==> src/rtl/hazard_ctrl_pkg.sv <==
// Shared definitions for the hazard controller: FSM encoding, register-file
// address width, default counter width and the load-use detection helper.
package hazard_ctrl_pkg;

    localparam int unsigned REG_ADDR_W = 5;
    localparam int unsigned CNT_W_DEF  = 16;

    typedef enum logic [1:0] {
        ST_IDLE     = 2'd0,
        ST_RUN      = 2'd1,
        ST_MEM_WAIT = 2'd2,
        ST_MEM_DONE = 2'd3
    } state_e;

    // Load in EX writes a register that the instruction in ID reads; r0 never hazards.
    function automatic logic is_load_use(
        input logic                  ex_mem_read,
        input logic [REG_ADDR_W-1:0] ex_rt,
        input logic [REG_ADDR_W-1:0] id_rs,
        input logic [REG_ADDR_W-1:0] id_rt
    );
        return ex_mem_read && (ex_rt != '0) && ((ex_rt == id_rs) || (ex_rt == id_rt));
    endfunction

endpackage

==> src/rtl/hazard_ctrl_if.sv <==
// Pipeline-side signal bundle of the hazard controller. The controller
// takes the slave view; the pipeline (or a testbench) drives the master view.
interface hazard_ctrl_if
    import hazard_ctrl_pkg::*;
#(
    parameter int unsigned CNT_W = CNT_W_DEF
) ();

    logic                  start_i;
    logic [REG_ADDR_W-1:0] ID_rsAddr_i;
    logic [REG_ADDR_W-1:0] ID_rtAddr_i;
    logic [REG_ADDR_W-1:0] EX_rtAddr_i;
    logic                  EX_memRead_i;
    logic                  ID_branchTaken_i;
    logic                  MEM_memReq_i;
    logic                  dmem_hit_i;
    logic                  dmem_ack_i;

    logic                  PC_write_o;
    logic                  IF_ID_write_o;
    logic                  IF_ID_flush_o;
    logic                  ID_EX_bubble_o;
    logic                  pipe_stall_o;
    logic                  timeout_err_o;
    logic [CNT_W-1:0]      stall_cnt_o;
    logic [CNT_W-1:0]      flush_cnt_o;

    modport slave (
        input  start_i, ID_rsAddr_i, ID_rtAddr_i, EX_rtAddr_i, EX_memRead_i,
               ID_branchTaken_i, MEM_memReq_i, dmem_hit_i, dmem_ack_i,
        output PC_write_o, IF_ID_write_o, IF_ID_flush_o, ID_EX_bubble_o,
               pipe_stall_o, timeout_err_o, stall_cnt_o, flush_cnt_o
    );

    modport master (
        output start_i, ID_rsAddr_i, ID_rtAddr_i, EX_rtAddr_i, EX_memRead_i,
               ID_branchTaken_i, MEM_memReq_i, dmem_hit_i, dmem_ack_i,
        input  PC_write_o, IF_ID_write_o, IF_ID_flush_o, ID_EX_bubble_o,
               pipe_stall_o, timeout_err_o, stall_cnt_o, flush_cnt_o
    );

endinterface

==> src/rtl/hazard_ctrl_sat_counter.sv <==
// Enable-driven up counter that sticks at all-ones instead of wrapping.
module sat_counter
    import hazard_ctrl_pkg::*;
#(
    parameter int unsigned CNT_W = CNT_W_DEF
) (
    input  logic             clk_i,
    input  logic             rst_i,
    input  logic             en_i,
    output logic [CNT_W-1:0] cnt_o
);

    logic [CNT_W-1:0] r_cnt;

    // Count enabled cycles, holding once every bit is set.
    always_ff @(posedge clk_i or posedge rst_i) begin
        if (rst_i) begin
            r_cnt <= '0;
        end else if (en_i && (r_cnt != '1)) begin
            r_cnt <= r_cnt + 1'b1;
        end
    end

    assign cnt_o = r_cnt;

endmodule

==> src/rtl/hazard_ctrl.sv <==
// Pipeline hazard controller: data-memory miss stall FSM with timeout,
// load-use bubble insertion, taken-branch flush and statistics counters.
module hazard_ctrl
    import hazard_ctrl_pkg::*;
#(
    parameter int unsigned TIMEOUT_CYCLES = 255,
    parameter int unsigned CNT_W          = CNT_W_DEF
) (
    input  logic        clk_i,
    input  logic        rst_i,
    hazard_ctrl_if.slave bus
);

    localparam int unsigned TMR_W = $clog2(TIMEOUT_CYCLES + 1);
    localparam logic [TMR_W-1:0] TMR_LAST = TMR_W'(TIMEOUT_CYCLES - 1);

    state_e             r_state;
    logic [TMR_W-1:0]   r_timer;
    logic               r_timeout_err;

    logic               w_miss;
    logic               w_load_use;
    logic               w_stall;
    logic               w_stall_evt;
    logic               w_flush;
    logic [CNT_W-1:0]   w_stall_cnt;
    logic [CNT_W-1:0]   w_flush_cnt;

    // MEM_DONE deliberately skips the hit check so the refilled access retires.
    assign w_miss      = (r_state == ST_RUN) && bus.MEM_memReq_i && !bus.dmem_hit_i;
    assign w_load_use  = is_load_use(bus.EX_memRead_i, bus.EX_rtAddr_i,
                                     bus.ID_rsAddr_i, bus.ID_rtAddr_i);
    assign w_stall     = (r_state == ST_IDLE) || (r_state == ST_MEM_WAIT) || w_miss;
    assign w_stall_evt = (r_state != ST_IDLE) && (w_stall || w_load_use);

    // State sequencing, miss timer and sticky timeout flag.
    always_ff @(posedge clk_i or posedge rst_i) begin
        if (rst_i) begin
            r_state       <= ST_IDLE;
            r_timer       <= '0;
            r_timeout_err <= 1'b0;
        end else begin
            case (r_state)
                ST_IDLE: begin
                    if (bus.start_i) r_state <= ST_RUN;
                end
                ST_RUN: begin
                    if (w_miss) begin
                        r_state <= ST_MEM_WAIT;
                        r_timer <= '0;
                    end
                end
                ST_MEM_WAIT: begin
                    // Ack is checked first so an ack on the final cycle avoids the error.
                    if (bus.dmem_ack_i) begin
                        r_state <= ST_MEM_DONE;
                    end else if (r_timer == TMR_LAST) begin
                        r_timeout_err <= 1'b1;
                    end else begin
                        r_timer <= r_timer + 1'b1;
                    end
                end
                ST_MEM_DONE: begin
                    r_state <= ST_RUN;
                end
                default: begin
                    r_state <= ST_IDLE;
                end
            endcase
        end
    end

    // Priority: stall freezes everything, then load-use bubble, then branch flush.
    always_comb begin
        bus.PC_write_o     = 1'b0;
        bus.IF_ID_write_o  = 1'b0;
        bus.IF_ID_flush_o  = 1'b0;
        bus.ID_EX_bubble_o = 1'b0;
        w_flush            = 1'b0;
        if (!w_stall) begin
            if (w_load_use) begin
                bus.ID_EX_bubble_o = 1'b1;
            end else begin
                bus.PC_write_o    = 1'b1;
                bus.IF_ID_write_o = 1'b1;
                w_flush           = bus.ID_branchTaken_i;
                bus.IF_ID_flush_o = bus.ID_branchTaken_i;
            end
        end
    end

    assign bus.pipe_stall_o  = w_stall;
    assign bus.timeout_err_o = r_timeout_err;

    sat_counter #(.CNT_W(CNT_W)) u_stall_cnt (
        .clk_i (clk_i),
        .rst_i (rst_i),
        .en_i  (w_stall_evt),
        .cnt_o (w_stall_cnt)
    );

    sat_counter #(.CNT_W(CNT_W)) u_flush_cnt (
        .clk_i (clk_i),
        .rst_i (rst_i),
        .en_i  (w_flush),
        .cnt_o (w_flush_cnt)
    );

    assign bus.stall_cnt_o = w_stall_cnt;
    assign bus.flush_cnt_o = w_flush_cnt;

endmodule

==> src/flat_wrapper.sv <==
// flat-port wrapper written by rule: the top's interface ports become plain ports
module hazard_ctrl_flat import hazard_ctrl_pkg::*;
#(
    parameter int unsigned TIMEOUT_CYCLES = 255,
    parameter int unsigned CNT_W          = CNT_W_DEF
)
  (clk_i, rst_i, bus_start_i, bus_ID_rsAddr_i, bus_ID_rtAddr_i, bus_EX_rtAddr_i, bus_EX_memRead_i, bus_ID_branchTaken_i, bus_MEM_memReq_i, bus_dmem_hit_i, bus_dmem_ack_i, bus_PC_write_o, bus_IF_ID_write_o, bus_IF_ID_flush_o, bus_ID_EX_bubble_o, bus_pipe_stall_o, bus_timeout_err_o, bus_stall_cnt_o, bus_flush_cnt_o);
  hazard_ctrl_if #(.CNT_W(CNT_W)) bus_i ();
  input  logic clk_i;
  input  logic rst_i;
  input wire logic [$bits(bus_i.start_i)-1:0] bus_start_i;
  input wire logic [$bits(bus_i.ID_rsAddr_i)-1:0] bus_ID_rsAddr_i;
  input wire logic [$bits(bus_i.ID_rtAddr_i)-1:0] bus_ID_rtAddr_i;
  input wire logic [$bits(bus_i.EX_rtAddr_i)-1:0] bus_EX_rtAddr_i;
  input wire logic [$bits(bus_i.EX_memRead_i)-1:0] bus_EX_memRead_i;
  input wire logic [$bits(bus_i.ID_branchTaken_i)-1:0] bus_ID_branchTaken_i;
  input wire logic [$bits(bus_i.MEM_memReq_i)-1:0] bus_MEM_memReq_i;
  input wire logic [$bits(bus_i.dmem_hit_i)-1:0] bus_dmem_hit_i;
  input wire logic [$bits(bus_i.dmem_ack_i)-1:0] bus_dmem_ack_i;
  output wire logic [$bits(bus_i.PC_write_o)-1:0] bus_PC_write_o;
  output wire logic [$bits(bus_i.IF_ID_write_o)-1:0] bus_IF_ID_write_o;
  output wire logic [$bits(bus_i.IF_ID_flush_o)-1:0] bus_IF_ID_flush_o;
  output wire logic [$bits(bus_i.ID_EX_bubble_o)-1:0] bus_ID_EX_bubble_o;
  output wire logic [$bits(bus_i.pipe_stall_o)-1:0] bus_pipe_stall_o;
  output wire logic [$bits(bus_i.timeout_err_o)-1:0] bus_timeout_err_o;
  output wire logic [$bits(bus_i.stall_cnt_o)-1:0] bus_stall_cnt_o;
  output wire logic [$bits(bus_i.flush_cnt_o)-1:0] bus_flush_cnt_o;
  assign bus_i.start_i = bus_start_i;
  assign bus_i.ID_rsAddr_i = bus_ID_rsAddr_i;
  assign bus_i.ID_rtAddr_i = bus_ID_rtAddr_i;
  assign bus_i.EX_rtAddr_i = bus_EX_rtAddr_i;
  assign bus_i.EX_memRead_i = bus_EX_memRead_i;
  assign bus_i.ID_branchTaken_i = bus_ID_branchTaken_i;
  assign bus_i.MEM_memReq_i = bus_MEM_memReq_i;
  assign bus_i.dmem_hit_i = bus_dmem_hit_i;
  assign bus_i.dmem_ack_i = bus_dmem_ack_i;
  assign bus_PC_write_o = bus_i.PC_write_o;
  assign bus_IF_ID_write_o = bus_i.IF_ID_write_o;
  assign bus_IF_ID_flush_o = bus_i.IF_ID_flush_o;
  assign bus_ID_EX_bubble_o = bus_i.ID_EX_bubble_o;
  assign bus_pipe_stall_o = bus_i.pipe_stall_o;
  assign bus_timeout_err_o = bus_i.timeout_err_o;
  assign bus_stall_cnt_o = bus_i.stall_cnt_o;
  assign bus_flush_cnt_o = bus_i.flush_cnt_o;
  hazard_ctrl #(.TIMEOUT_CYCLES(TIMEOUT_CYCLES), .CNT_W(CNT_W)) u_core (.clk_i(clk_i), .rst_i(rst_i), .bus(bus_i));
endmodule
==> config.mk <==
export PLATFORM = sky130hd
export DESIGN_NAME = hazard_ctrl_flat
export DESIGN_NICKNAME = d
export VERILOG_FILES = /design/src/rtl/hazard_ctrl_pkg.sv /design/src/rtl/hazard_ctrl_if.sv /design/src/rtl/hazard_ctrl_sat_counter.sv /design/src/rtl/hazard_ctrl.sv /design/src/flat_wrapper.sv
export SDC_FILE = /design/constraint.sdc
export NUM_CORES = 1
export LEC_CHECK = 0
export BUFFER_PORTS_ARGS = -buffer_cell sky130_fd_sc_hd__buf_4
export CORE_AREA = 8 8 74 76
export DETAILED_ROUTE_END_ITERATION = 12
export DIE_AREA = 0 0 82 84
export PLACE_DENSITY = 0.81
export SETUP_SLACK_MARGIN = 0.05
export SLEW_MARGIN = 30
export SYNTH_ARGS = -nofsm -noshare
export SYNTH_HDL_FRONTEND = slang
export SYNTH_SLANG_ARGS = --single-unit
==> constraint.sdc <==
create_clock -name clk_i -period 3.19 [get_ports clk_i]
set_clock_uncertainty 0.05 [all_clocks]
set_input_delay 0.319 -clock clk_i [delete_from_list [all_inputs] [get_ports clk_i]]
set_output_delay 0.319 -clock clk_i [all_outputs]
set_load 0.01 [all_outputs]
==> summary.txt <==
H-tree levels - 2
Clock slew at reported path FFs - 0.08 ns
Crit-path max FO - 19
Cell variety after synth - 42
Setup crit start - u_core.r_state[0]
Core area - 4260 sq um
GPL Wtd Cong - 0.818
Critical path's top delay family - compound AO/OA/AOI/OAI gates
EDFF count, synth - 0
Mean Syn Cell Area - 10.1 sq um
CTS tree - done
Logic pwr share - 0.380
Place WS - 0.584 ns
Num CTS Buffers - 5
Post-CTS Setup Repair Bufs - 0
Switch Pwr - 653 uW
Setup TNS - 0 ns
Worst setup EP type - output pin
Worst path most repeated cell - inv_1
Capturing point of the worst reg2reg path - u_core.u_stall_cnt.cnt_o[1]
Slew @ Worst Pin - 0.626 ns
WHS - 0.0990 ns
Met1 usage - 0.195
Post-CTS Hold Buffers - 0
Vias in the first global route - 1,838
Post-DP HPWL - 3970 um
Final worst slack - 0.256 ns
Die area - 6890 sq um
Clk buf depth - 2
Share of the synthesized area in the top cell type - 0.459
Worst setup SP type - register
Iteration count of the initial detailed-routing pass - 4
Syn_nets - 262
Critical path class - reg -> out
Switching part of the total - 0.371
I/O Pins - 61
Met3 Use GR - 0.0420
Levels on crit path - 7
Flop and latch count out of synthesis - 43
PwrDens - 604 nW/um^2
Final Setup Violations - 0
Total power - 1760 uW
Gr busiest metal - met2
Mapped Area - 2340 sq um
Maxcap violations - 0
Root buf cell - clkbuf_8
Slowest CP cell - a211oi_1
Reg2reg start - u_core.r_state[0]
Status - finished, final reports clean
RSZ-0062 raised after global routing - false
DRC Markers - 0
Sink Count - 43
Top cell type by total area after synthesis - dfrtp_1
Final Cycle Share - 0.920
Pint - 1110 uW
Initial Util - 0.550
Tot GR Track Use - 0.158
Core Util, Final - 0.685
Routed vias/inst - 5.43
M2 GR Usage - 0.252
Mapped Cells - 232
Max incr delay on CP - 0.55 ns
Slew Limit Headroom - 0.580
Leakage - 0.00142 uW
Routed via count - 1,894
Arr. time, crit path - 2.56 ns
Reg power frac - 0.433
Fin. max-slew vios - 0
Worst path bufs/invs - 3
Flop2flop setup slack - 0.57 ns
WL/cell - 14.9 um
Tightest Hold Check Type - in -> async
Seq/Total Area, Yosys - 0.459
First-pass GRT wire length - 8640 um
Worst-case reg-to-reg path depth - 7
Site row count - 24
CP Cell Sequence - inv_1 -> ha_1 -> a211oi_1 -> inv_1 -> a21oi_4 -> and2_1 -> buf_4
Worst vdd ir - 490 uV
Critical Path RT - 2.82 ns
Area grow syn2layout - 24.6%
Remaining Overflow, GRT - 0
Ys Warns - 0
Initial antenna violation count - 0
Layout cells sized above 1 - 0.256
Max Fclk - 341 MHz
Die span in y - 84 um
Initial DRC Count - 88
Crit path time final - 2.93 ns
Hold Fails Final Rpt - 0
Final #Nets - 326
Clock Power Share - 0.187
Largest net degree at the start of global routing - 44
Routed Antenna Nets - 0
# resized after CTS - 0
Main synth FF type - dfrtp_1
Asr flop ratio synth - 1.00
Skew-Pair Late Insertion Delay - 0.29 ns
Ranking of synthesized cells by area - dfrtp_1 (46%), xnor2_1 (10%), xor2_1 (6.4%), ha_1 (3.7%), nand2_1 (3.7%)
# diodes - 0
Final wirelength - 5220 um
Port bufs - 60
Die width - 82 um
==> cell families (layout without fill, tap and decap cells) <==
kind of cell / Yosys count / after routing / synth area share
and+or+nand+nor: 102 / 102 / 0.235
xor gates and xnor gates: 44 / 44 / 0.164
DFF: 43 / 43 / 0.459
AOI/OAI and AO/OA: 19 / 19 / 0.0582
buffers and inverters: 13 / 78 / 0.0277
adders and majority gates: 7 / 7 / 0.0374
muxes: 4 / 4 / 0.0187
==> worst register-to-register path: stages, from the launching register on <==
cell and delay (ns):
dfrtp_1 0.37, inv_1 0.07, ha_1 0.30, a211oi_1 0.55
inv_1 0.20, a21oi_4 0.46, nor2_1 0.19, mux2_2 0.31
==> power by group through the flow <==
| stage | sequential (uW) | combinational (uW) | clock [uW] |
|---|---|---|---|
| after global placement | 768 | 660 | 0 |
| after global routing | 782 | 751 | 363 |
| final | 763 | 670 | 330 |
| after floorplan | 788 | 392 | 0 |
| after detailed placement | 773 | 675 | 0 |
| after CTS | 762 | 682 | 340 |
==> per-stage QoR <==
step	area, sq um	std cells
2_1_floorplan	2340	232
3_3_place_gp	2840	341
3_5_place_dp	2840	341
4_1_cts	2920	349
5_1_grt	2920	349
6_report	2920	349
==> flip-flops by register name (all words and copies together) (netlist names) <==
signal and flops:
u_core.u_stall_cnt.cnt_o 16, u_core.bus.timeout_err_o 1, u_core.r_timer 8, u_core.u_flush_cnt.cnt_o 16
u_core.r_state 2
==> layer usage <==
metal | part of all wire | vias up | wire (um)
met5 | 0 | - | 0
met4 | 0.015 | 0 | 78
met3 | 0.064 | 10 | 333
met2 | 0.47 | 49 | 2470
met1 | 0.45 | 886 | 2330
li1 | - | 949 | -
==> cell usage in the layout (no fill, tap or decap), types with 9 or more instances in the layout <==
| cell type | instances |
|---|---|
| nand2_1 | 23 |
| buf_4 | 62 |
| nand4_1 | 12 |
| xnor2_1 | 27 |
| xor2_1 | 17 |
| and3_1 | 9 |
| dfrtp_1 | 43 |
| nor3_1 | 10 |
| nor2_1 | 14 |
| nand3_1 | 12 |
==> synth_stat cells (2+ instances only) <==
cell and number:
nand3_1 12, buf_4 2, nand2_1 23, nand4_1 12, dfrtp_1 43, and4_1 3
o21ai_0 4, inv_1 8, mux2_2 3, and3_1 9, nor4_1 5, nor3b_1 2
nor3_1 10, xor2_1 17, a21oi_1 4, ha_1 7, nor2b_1 2, nand2b_1 3
nor2_1 14, xnor2_1 27
==> worst max-delay path by stage <==
| stage | slack, ns | end |
|---|---|---|
| 2_1_floorplan | 0.97 | bus_IF_ID_flush_o |
| 3_3_place_gp | 0.75 | bus_IF_ID_flush_o |
| 3_5_place_dp | 0.58 | bus_IF_ID_flush_o |
| 4_1_cts | 0.26 | bus_IF_ID_flush_o |
| 5_1_grt | 0.05 | bus_IF_ID_flush_o |
| 6_report | 0.26 | bus_IF_ID_flush_o |
==> cell type report <==
cell class	count	area (sq um)
inverter	8	30.0
multi-input combinational	176	1200
clock buffer	7	76.3
clock inverter	1	5.00
fill	355	1340
tap	52	65.1
timing repair buffer	62	465
sequential	43	1080
No activity file was read; power rests on OpenSTA's default activity.
